--- src/rtl/ov5640_dvp_capture_pkg.sv ---
// Shared types and constants for the OV5640 DVP capture path.
// RGB565 field positions are shared with the output formatter.
package ov5640_dvp_capture_pkg;

    typedef enum logic [1:0] {
        ST_IDLE  = 2'd0,
        ST_ALIGN = 2'd1,
        ST_SKIP  = 2'd2,
        ST_RUN   = 2'd3
    } state_t;

    localparam int CNT_W = 12;

    localparam int R_MSB = 15;
    localparam int R_LSB = 11;
    localparam int G_MSB = 10;
    localparam int G_LSB = 5;
    localparam int B_MSB = 4;
    localparam int B_LSB = 0;

    // Sensor order {R,G,B} to frame-buffer order {B,G,R}
    function automatic logic [15:0] rgb_to_bgr(input logic [15:0] p);
        return {p[B_MSB:B_LSB], p[G_MSB:G_LSB], p[R_MSB:R_LSB]};
    endfunction

endpackage

--- src/rtl/dvp_byte_pairer.sv ---
// Pairs DVP bytes into 16-bit pixels; first byte of a pair is the high byte.
// The pixel is valid combinationally on the second byte; the top registers it.
module dvp_byte_pairer
    import ov5640_dvp_capture_pkg::*;
(
    input  logic        i_clk,
    input  logic        i_rst,
    input  logic        i_run,
    input  logic        i_clr,
    input  logic        i_href,
    input  logic [7:0]  i_data,
    output logic [15:0] o_pixel,
    output logic        o_valid,
    output logic        o_odd
);

    logic       r_phase;
    logic [7:0] r_hi;

    always_ff @(posedge i_clk) begin
        if (i_rst) begin
            r_phase <= 1'b0;
            r_hi    <= 8'd0;
        end else if (!i_run || i_clr || !i_href) begin
            r_phase <= 1'b0;
        end else begin
            r_phase <= ~r_phase;
            if (!r_phase)
                r_hi <= i_data;
        end
    end

    assign o_valid = i_run & ~i_clr & i_href & r_phase;
    assign o_pixel = {r_hi, i_data};
    assign o_odd   = r_phase;

endmodule

--- src/rtl/ov5640_dvp_capture.sv ---
// OV5640 DVP RGB565 capture: frame skip, crop, geometry checks,
// and vs_n/de/data output toward the frame buffer write port.
module ov5640_dvp_capture
    import ov5640_dvp_capture_pkg::*;
#(
    parameter int H_RES       = 1024,
    parameter int V_RES       = 768,
    parameter int SKIP_FRAMES = 10
) (
    input  logic        I_pxl_clk,
    input  logic        I_rst,
    input  logic        I_enable,
    input  logic        I_err_clr,
    input  logic        I_cam_vsync,
    input  logic        I_cam_href,
    input  logic [7:0]  I_cam_data,
    output logic        O_vs_n,
    output logic        O_de,
    output logic [15:0] O_data,
    output logic        O_active,
    output logic [7:0]  O_frame_cnt,
    output logic        O_line_err,
    output logic        O_frame_err
);

    localparam logic [CNT_W-1:0] W_H   = CNT_W'(H_RES);
    localparam logic [CNT_W-1:0] W_V   = CNT_W'(V_RES);
    localparam logic [CNT_W-1:0] W_MAX = '1;
    localparam logic [CNT_W-1:0] W_ONE = CNT_W'(1);
    localparam logic [7:0]       W_SKL = 8'(SKIP_FRAMES - 1);

    state_t           r_state;
    logic             r_vs1, r_vs1_q, r_hr1, r_hr1_q;
    logic [7:0]       r_d1;
    logic [7:0]       r_skip;
    logic [CNT_W-1:0] r_pix, r_line;
    logic             r_vs_n, r_de, r_active, r_line_err, r_frame_err;
    logic [15:0]      r_data;
    logic [7:0]       r_frame_cnt;

    logic        w_run, w_vs_rise, w_vs_edge, w_href_fall;
    logic        w_valid, w_odd, w_line_set, w_frame_set;
    logic [15:0] w_pixel;

    assign w_run       = (r_state == ST_RUN);
    assign w_vs_rise   = r_vs1 & ~r_vs1_q;
    assign w_vs_edge   = r_vs1 ^ r_vs1_q;
    assign w_href_fall = r_hr1_q & ~r_hr1;
    assign w_line_set  = w_run & w_href_fall & ((r_pix != W_H) | w_odd);
    assign w_frame_set = w_run & w_vs_rise & (r_line != W_V);

    dvp_byte_pairer u_pairer (
        .i_clk   (I_pxl_clk),
        .i_rst   (I_rst),
        .i_run   (w_run),
        .i_clr   (w_vs_edge),
        .i_href  (r_hr1),
        .i_data  (r_d1),
        .o_pixel (w_pixel),
        .o_valid (w_valid),
        .o_odd   (w_odd)
    );

    // S1 vsync resets high so a sensor already in blank gives no false edge
    always_ff @(posedge I_pxl_clk) begin
        if (I_rst) begin
            r_vs1   <= 1'b1;
            r_vs1_q <= 1'b1;
            r_hr1   <= 1'b0;
            r_hr1_q <= 1'b0;
            r_d1    <= 8'd0;
        end else begin
            r_vs1   <= I_cam_vsync;
            r_vs1_q <= r_vs1;
            r_hr1   <= I_cam_href;
            r_hr1_q <= r_hr1;
            r_d1    <= I_cam_data;
        end
    end

    always_ff @(posedge I_pxl_clk) begin
        if (I_rst) begin
            r_state     <= ST_IDLE;
            r_skip      <= 8'd0;
            r_pix       <= '0;
            r_line      <= '0;
            r_vs_n      <= 1'b1;
            r_de        <= 1'b0;
            r_data      <= 16'd0;
            r_active    <= 1'b0;
            r_frame_cnt <= 8'd0;
            r_line_err  <= 1'b0;
            r_frame_err <= 1'b0;
        end else begin
            r_de   <= 1'b0;
            r_vs_n <= 1'b1;

            if (w_line_set)
                r_line_err <= 1'b1;
            else if (I_err_clr)
                r_line_err <= 1'b0;

            if (w_frame_set)
                r_frame_err <= 1'b1;
            else if (I_err_clr)
                r_frame_err <= 1'b0;

            unique case (r_state)
                ST_IDLE: begin
                    r_pix  <= '0;
                    r_line <= '0;
                    r_skip <= 8'd0;
                    if (I_enable)
                        r_state <= ST_ALIGN;
                end
                ST_ALIGN: begin
                    if (!I_enable) begin
                        r_state <= ST_IDLE;
                    end else if (w_vs_rise) begin
                        r_skip <= 8'd0;
                        if (SKIP_FRAMES == 0) begin
                            r_state  <= ST_RUN;
                            r_active <= 1'b1;
                        end else begin
                            r_state <= ST_SKIP;
                        end
                    end
                end
                ST_SKIP: begin
                    if (!I_enable) begin
                        r_state <= ST_IDLE;
                    end else if (w_vs_rise) begin
                        if (r_skip == W_SKL) begin
                            r_state  <= ST_RUN;
                            r_active <= 1'b1;
                        end else begin
                            r_skip <= r_skip + 8'd1;
                        end
                    end
                end
                ST_RUN: begin
                    r_vs_n <= ~r_vs1;
                    if (w_valid) begin
                        if (r_pix < W_H && r_line < W_V) begin
                            r_de   <= 1'b1;
                            r_data <= rgb_to_bgr(w_pixel);
                        end
                        if (r_pix != W_MAX)
                            r_pix <= r_pix + W_ONE;
                    end
                    if (w_href_fall) begin
                        r_pix <= '0;
                        if (r_line != W_MAX)
                            r_line <= r_line + W_ONE;
                    end
                    // Enable is only honoured at frame end
                    if (w_vs_rise) begin
                        r_line      <= '0;
                        r_frame_cnt <= r_frame_cnt + 8'd1;
                        if (!I_enable) begin
                            r_state  <= ST_IDLE;
                            r_active <= 1'b0;
                        end
                    end
                end
            endcase
        end
    end

    assign O_vs_n      = r_vs_n;
    assign O_de        = r_de;
    assign O_data      = r_data;
    assign O_active    = r_active;
    assign O_frame_cnt = r_frame_cnt;
    assign O_line_err  = r_line_err;
    assign O_frame_err = r_frame_err;

endmodule

--- config.mk ---
export PLATFORM = sky130hd
export DESIGN_NAME = ov5640_dvp_capture
export DESIGN_NICKNAME = d
export VERILOG_FILES = /design/src/rtl/ov5640_dvp_capture_pkg.sv /design/src/rtl/dvp_byte_pairer.sv /design/src/rtl/ov5640_dvp_capture.sv
export SDC_FILE = /design/constraint.sdc
export NUM_CORES = 1
export LEC_CHECK = 0
export CAP_MARGIN = 25
export CELL_PAD_IN_SITES_DETAIL_PLACEMENT = 0
export CELL_PAD_IN_SITES_GLOBAL_PLACEMENT = 1
export CORE_MARGIN = 4
export CORE_UTILIZATION = 38
export DETAILED_ROUTE_END_ITERATION = 10
export PLACE_DENSITY_LB_ADDON = 0.2
export SYNTH_ARGS = -nofsm -noshare
export SYNTH_HDL_FRONTEND = slang
export SYNTH_SLANG_ARGS = --single-unit
--- constraint.sdc ---
create_clock -name I_pxl_clk -period 2 [get_ports I_pxl_clk]
set_input_delay 0.4 -clock I_pxl_clk [delete_from_list [all_inputs] [get_ports I_pxl_clk]]
set_output_delay 0.4 -clock I_pxl_clk [all_outputs]
set_load 0.005 [all_outputs]
==> implementation parameters <==
Parameter                              Value

Hold path
  Hold WC Path Type    in -> reg

Status
  Run status    finished, final reports clean

Place
  Weighted congestion at the end of routability-driven global placement    0.847
  Port-buffer cells    42
  Half-perimeter wire length after placement    6020 um
  Pre-CTS setup slack    0.0229 ns
  Post-placement cell count    approximately 610

Timing
  Crit share post-route    0.971
  Time the final worst path needs with I/O delays and setup    between 1.5 and 2 ns
  Final setup skew    0.00811 ns
  Minimum setup slack in the final design    0.0581 ns
  Total count of hold-check failures in the final report    0
  Worst Max-Slew Pin Slew    0.487 ns
  Max_slew headroom    0.675
  Highest attainable clock frequency    515 MHz
  Setup Viol. Count Final    0
  Final-report max-slew violation count    0

Yosys
  Flop and latch count out of synthesis    84
  Distinct cells, synth    56
  Warning count from the yosys run    0
  Post-synth EDFFs    0
  Post-synthesis async set-or-reset flop share    0
  Post-synthesis instance area    3810 um^2
  Average size of a mapped cell    just under 9 um^2
  Synth Net Count    453
  Dominant synthesized flop cell    sky130_fd_sc_hd__dfxtp_1
  Post-synthesis sequential area ratio    0.442
  Post-synthesis instance total    427

Worst setup path
  Required time reported for the critical path endpoint    2.28 ns
  Critical Path Fanout Max    12
  Crit path arrival time    2.22 ns
  Delay of the slowest critical-path stage    0.45 ns
  Critical-path top delay cell    sky130_fd_sc_hd__or4_1
  Critical path class    reg -> reg
  Launching element type of the critical path    flip-flop
  Sequence of cells on the critical path    ha_1 -> buf_4 -> nor2b_1 -> a21oi_2 -> nand2_4 -> or4_1 -> a21oi_2
  Endpoint type of the worst setup path    flip-flop
  Dominant cell type by count on the critical path    sky130_fd_sc_hd__a21oi_2

Final layout
  Area of combinational cells with multiple inputs    between 2000 and 2500 um^2
  Layout net count    ~520
  Synthesis-to-layout area growth    24.7%
  Final core utilization    0.486
  Antenna diodes    0
  Filler cell count    972
  Share of final-layout standard cells stronger than drive strength 1    0.145
  Area taken by flip-flops and latches    1680 um^2
  Post-route non-filler standard cell count    629

GRT
  Initial antenna violation count    0
  Largest net degree at the start of global routing    48
  Total GRT Usage    0.147
  First-pass GRT wire length    14000 um
  Met1 track demand over resource in global routing    0.189
  Most Used Layer, Global Route    met2
  Met3 Use GR    0.0340
  Global-route met2 utilization    0.242
  Vias in the first global route    3062
  Global route overflow    0

Clock network
  Clock sink count    84
  Num CTS Buffers    9
  Number of levels in the clock H-tree    3
  Clk pin slew, worst setup/hold paths    0.09 ns
  Hold-fix buffers, CTS    0
  Longest Clk Path Bufs    2
  TritonCTS clock tree    done
  Source-to-sink clock delay at the later pin of the worst-skew pair    0.35 ns
  Root Driver    sky130_fd_sc_hd__clkbuf_8

Route
  Routed vias/inst    5.03
  Iteration-0 DRC count of the detailed router    159
  Vias    3164
  Average wire per cell in the routed design    approximately 13 um
  Count of nets left with antenna violations after detail routing    0
  Residual DRC    0
  First-pass DRT Iterations    4
  Total wire length    8450 um

Die
  Starting density of the core    0.390
  Die area    11700 um^2
  Area of the placeable core    9770 um^2
  FP Rows    36
  # IOs    43
  Die height    108 um
  Die Span X    108 um

Flow run
  Maximum Capacitance Violations    0

Power and ir drop
  Total power per unit cell area    between 600 and 700 nW/um^2
  Maximum VDD drop    around 0.32 mV
  Static Leakage    1.89 nW
-- per-layer routing --
layer | vias up | wire length [um]
met4 | 0 | 135
met2 | 55 | 3920
met3 | 9 | 309
li1 | 1622 | -
met5 | - | 0
met1 | 1478 | 4080
-- flip-flops by register name (all words and copies together) (netlist names) --
signal	flops
u_pairer.o_odd	1
r_d1	8
r_line	12
r_skip	8
r_hr1	1
O_vs_n	1
O_active	1
O_frame_err	1
O_line_err	1
r_vs1_q	1
r_vs1	1
r_pix	12
O_data	16
u_pairer.r_hi	8
O_frame_cnt	8
r_hr1_q	1
O_de	1
r_state	2
-- cell usage in the layout (no fill, tap or decap), types with 6 or more instances in the layout --
| master | Yosys | layout |
|---|---|---|
| sky130_fd_sc_hd__ha_1 | 12 | 11 |
| sky130_fd_sc_hd__clkbuf_8 | 0 | 9 |
| sky130_fd_sc_hd__nand3_1 | 23 | 23 |
| sky130_fd_sc_hd__clkdlybuf4s50_1 | 0 | 41 |
| sky130_fd_sc_hd__dfxtp_1 | 84 | 82 |
| sky130_fd_sc_hd__inv_1 | 11 | 11 |
| sky130_fd_sc_hd__nor2b_1 | 12 | 12 |
| sky130_fd_sc_hd__nor2_1 | 57 | 57 |
| sky130_fd_sc_hd__nand2_1 | 43 | 43 |
| sky130_fd_sc_hd__xor2_1 | 12 | 12 |
| sky130_fd_sc_hd__buf_4 | 2 | 27 |
| sky130_fd_sc_hd__o21ai_0 | 7 | 7 |
| sky130_fd_sc_hd__mux2i_1 | 20 | 20 |
| sky130_fd_sc_hd__and3_1 | 7 | 7 |
| sky130_fd_sc_hd__a21oi_1 | 25 | 25 |
| sky130_fd_sc_hd__nand4_1 | 6 | 6 |
| sky130_fd_sc_hd__nand2b_1 | 11 | 11 |
-- layout make-up --
cell class	count	share of cell area
Sequential cell	84	0.355
Clock inverter	6	0.0150
Timing Repair Buffer	70	0.134
Tap cell	133	0.0351
Clock buffer	10	0.0269
Multi-Input combinational cell	314	0.424
Inverter	12	0.00949
-- worst max-delay path: cells and delay by family (launching register included) --
family / cells / cell delay, ns
fa+ha+maj: 1 / 0.23
buf+inv: 1 / 0.16
flops: 1 / 0.34
simple gates: 3 / 0.75
compound gates: 2 / 0.40
-- Yosys cell counts (9+ instances only) --
cell type	n	share of area
sky130_fd_sc_hd__xor2_1	12	0.028
sky130_fd_sc_hd__dfxtp_1	84	0.44
sky130_fd_sc_hd__inv_1	11	0.011
sky130_fd_sc_hd__mux2i_1	20	0.053
sky130_fd_sc_hd__a21oi_1	25	0.033
sky130_fd_sc_hd__clkbuf_1	9	0.0089
sky130_fd_sc_hd__nor2_1	57	0.056
sky130_fd_sc_hd__nor2b_1	12	0.020
sky130_fd_sc_hd__nand3_1	23	0.030
sky130_fd_sc_hd__nand2b_1	11	0.018
sky130_fd_sc_hd__nand2_1	43	0.042
sky130_fd_sc_hd__ha_1	12	0.039
-- stage by stage --
stage	setup TNS [ns]	total power, mW	area (um^2)	hold slack (ns)
3_3_place_gp	0	2.02	4510	0.434
2_1_floorplan	0	1.92	3810	0.394
4_1_cts	0	3.26	4710	0.412
3_5_place_dp	0	2.02	4510	0.432
6_report	0	3.23	4750	0.421
5_1_grt	-0.00291	3.37	4750	0.410
-- final timing paths --
path | start | depth (start not counted) | slack, ns | endpoint
worst min-delay path | I_rst | 3 | 0.42 | r_line[6]
worst max-delay path | r_state[0] | 7 | 0.06 | r_line[4]
worst min register to register | r_vs1 | 1 | 0.45 | O_vs_n
worst max register to register | r_state[0] | 7 | 0.06 | r_line[4]
-- cell families after synthesis --
group                    share of synthesized area
AND/OR/NAND/NOR                              0.267
adder cells (fa/ha/maj)                     0.0394
AO/OA/AOI/OAI                                0.126
XOR/XNOR                                    0.0391
buffers and inverters                       0.0352
multiplexers                                0.0526
flip-flops                                   0.442
-- power breakdown --
| group | switching [mW] | total [mW] | leakage, nW | internal, mW |
|---|---|---|---|---|
| Clock | 0.642 | 1.23 | 0.0939 | 0.592 |
| Combinational | 0.158 | 0.291 | 1.11 | 0.133 |
| Sequential | 0.0138 | 1.70 | 0.681 | 1.69 |
| Total | 0.813 | 3.23 | 1.89 | 2.42 |
-- repair_timing --
action	4_1_cts	5_1_grt
gates cloned	0	0
resized for setup	1	4
setup buffers	0	2
pin swaps	0	1
setup endpoints to repair	1	12
No activity file was read; power rests on OpenSTA's default activity.
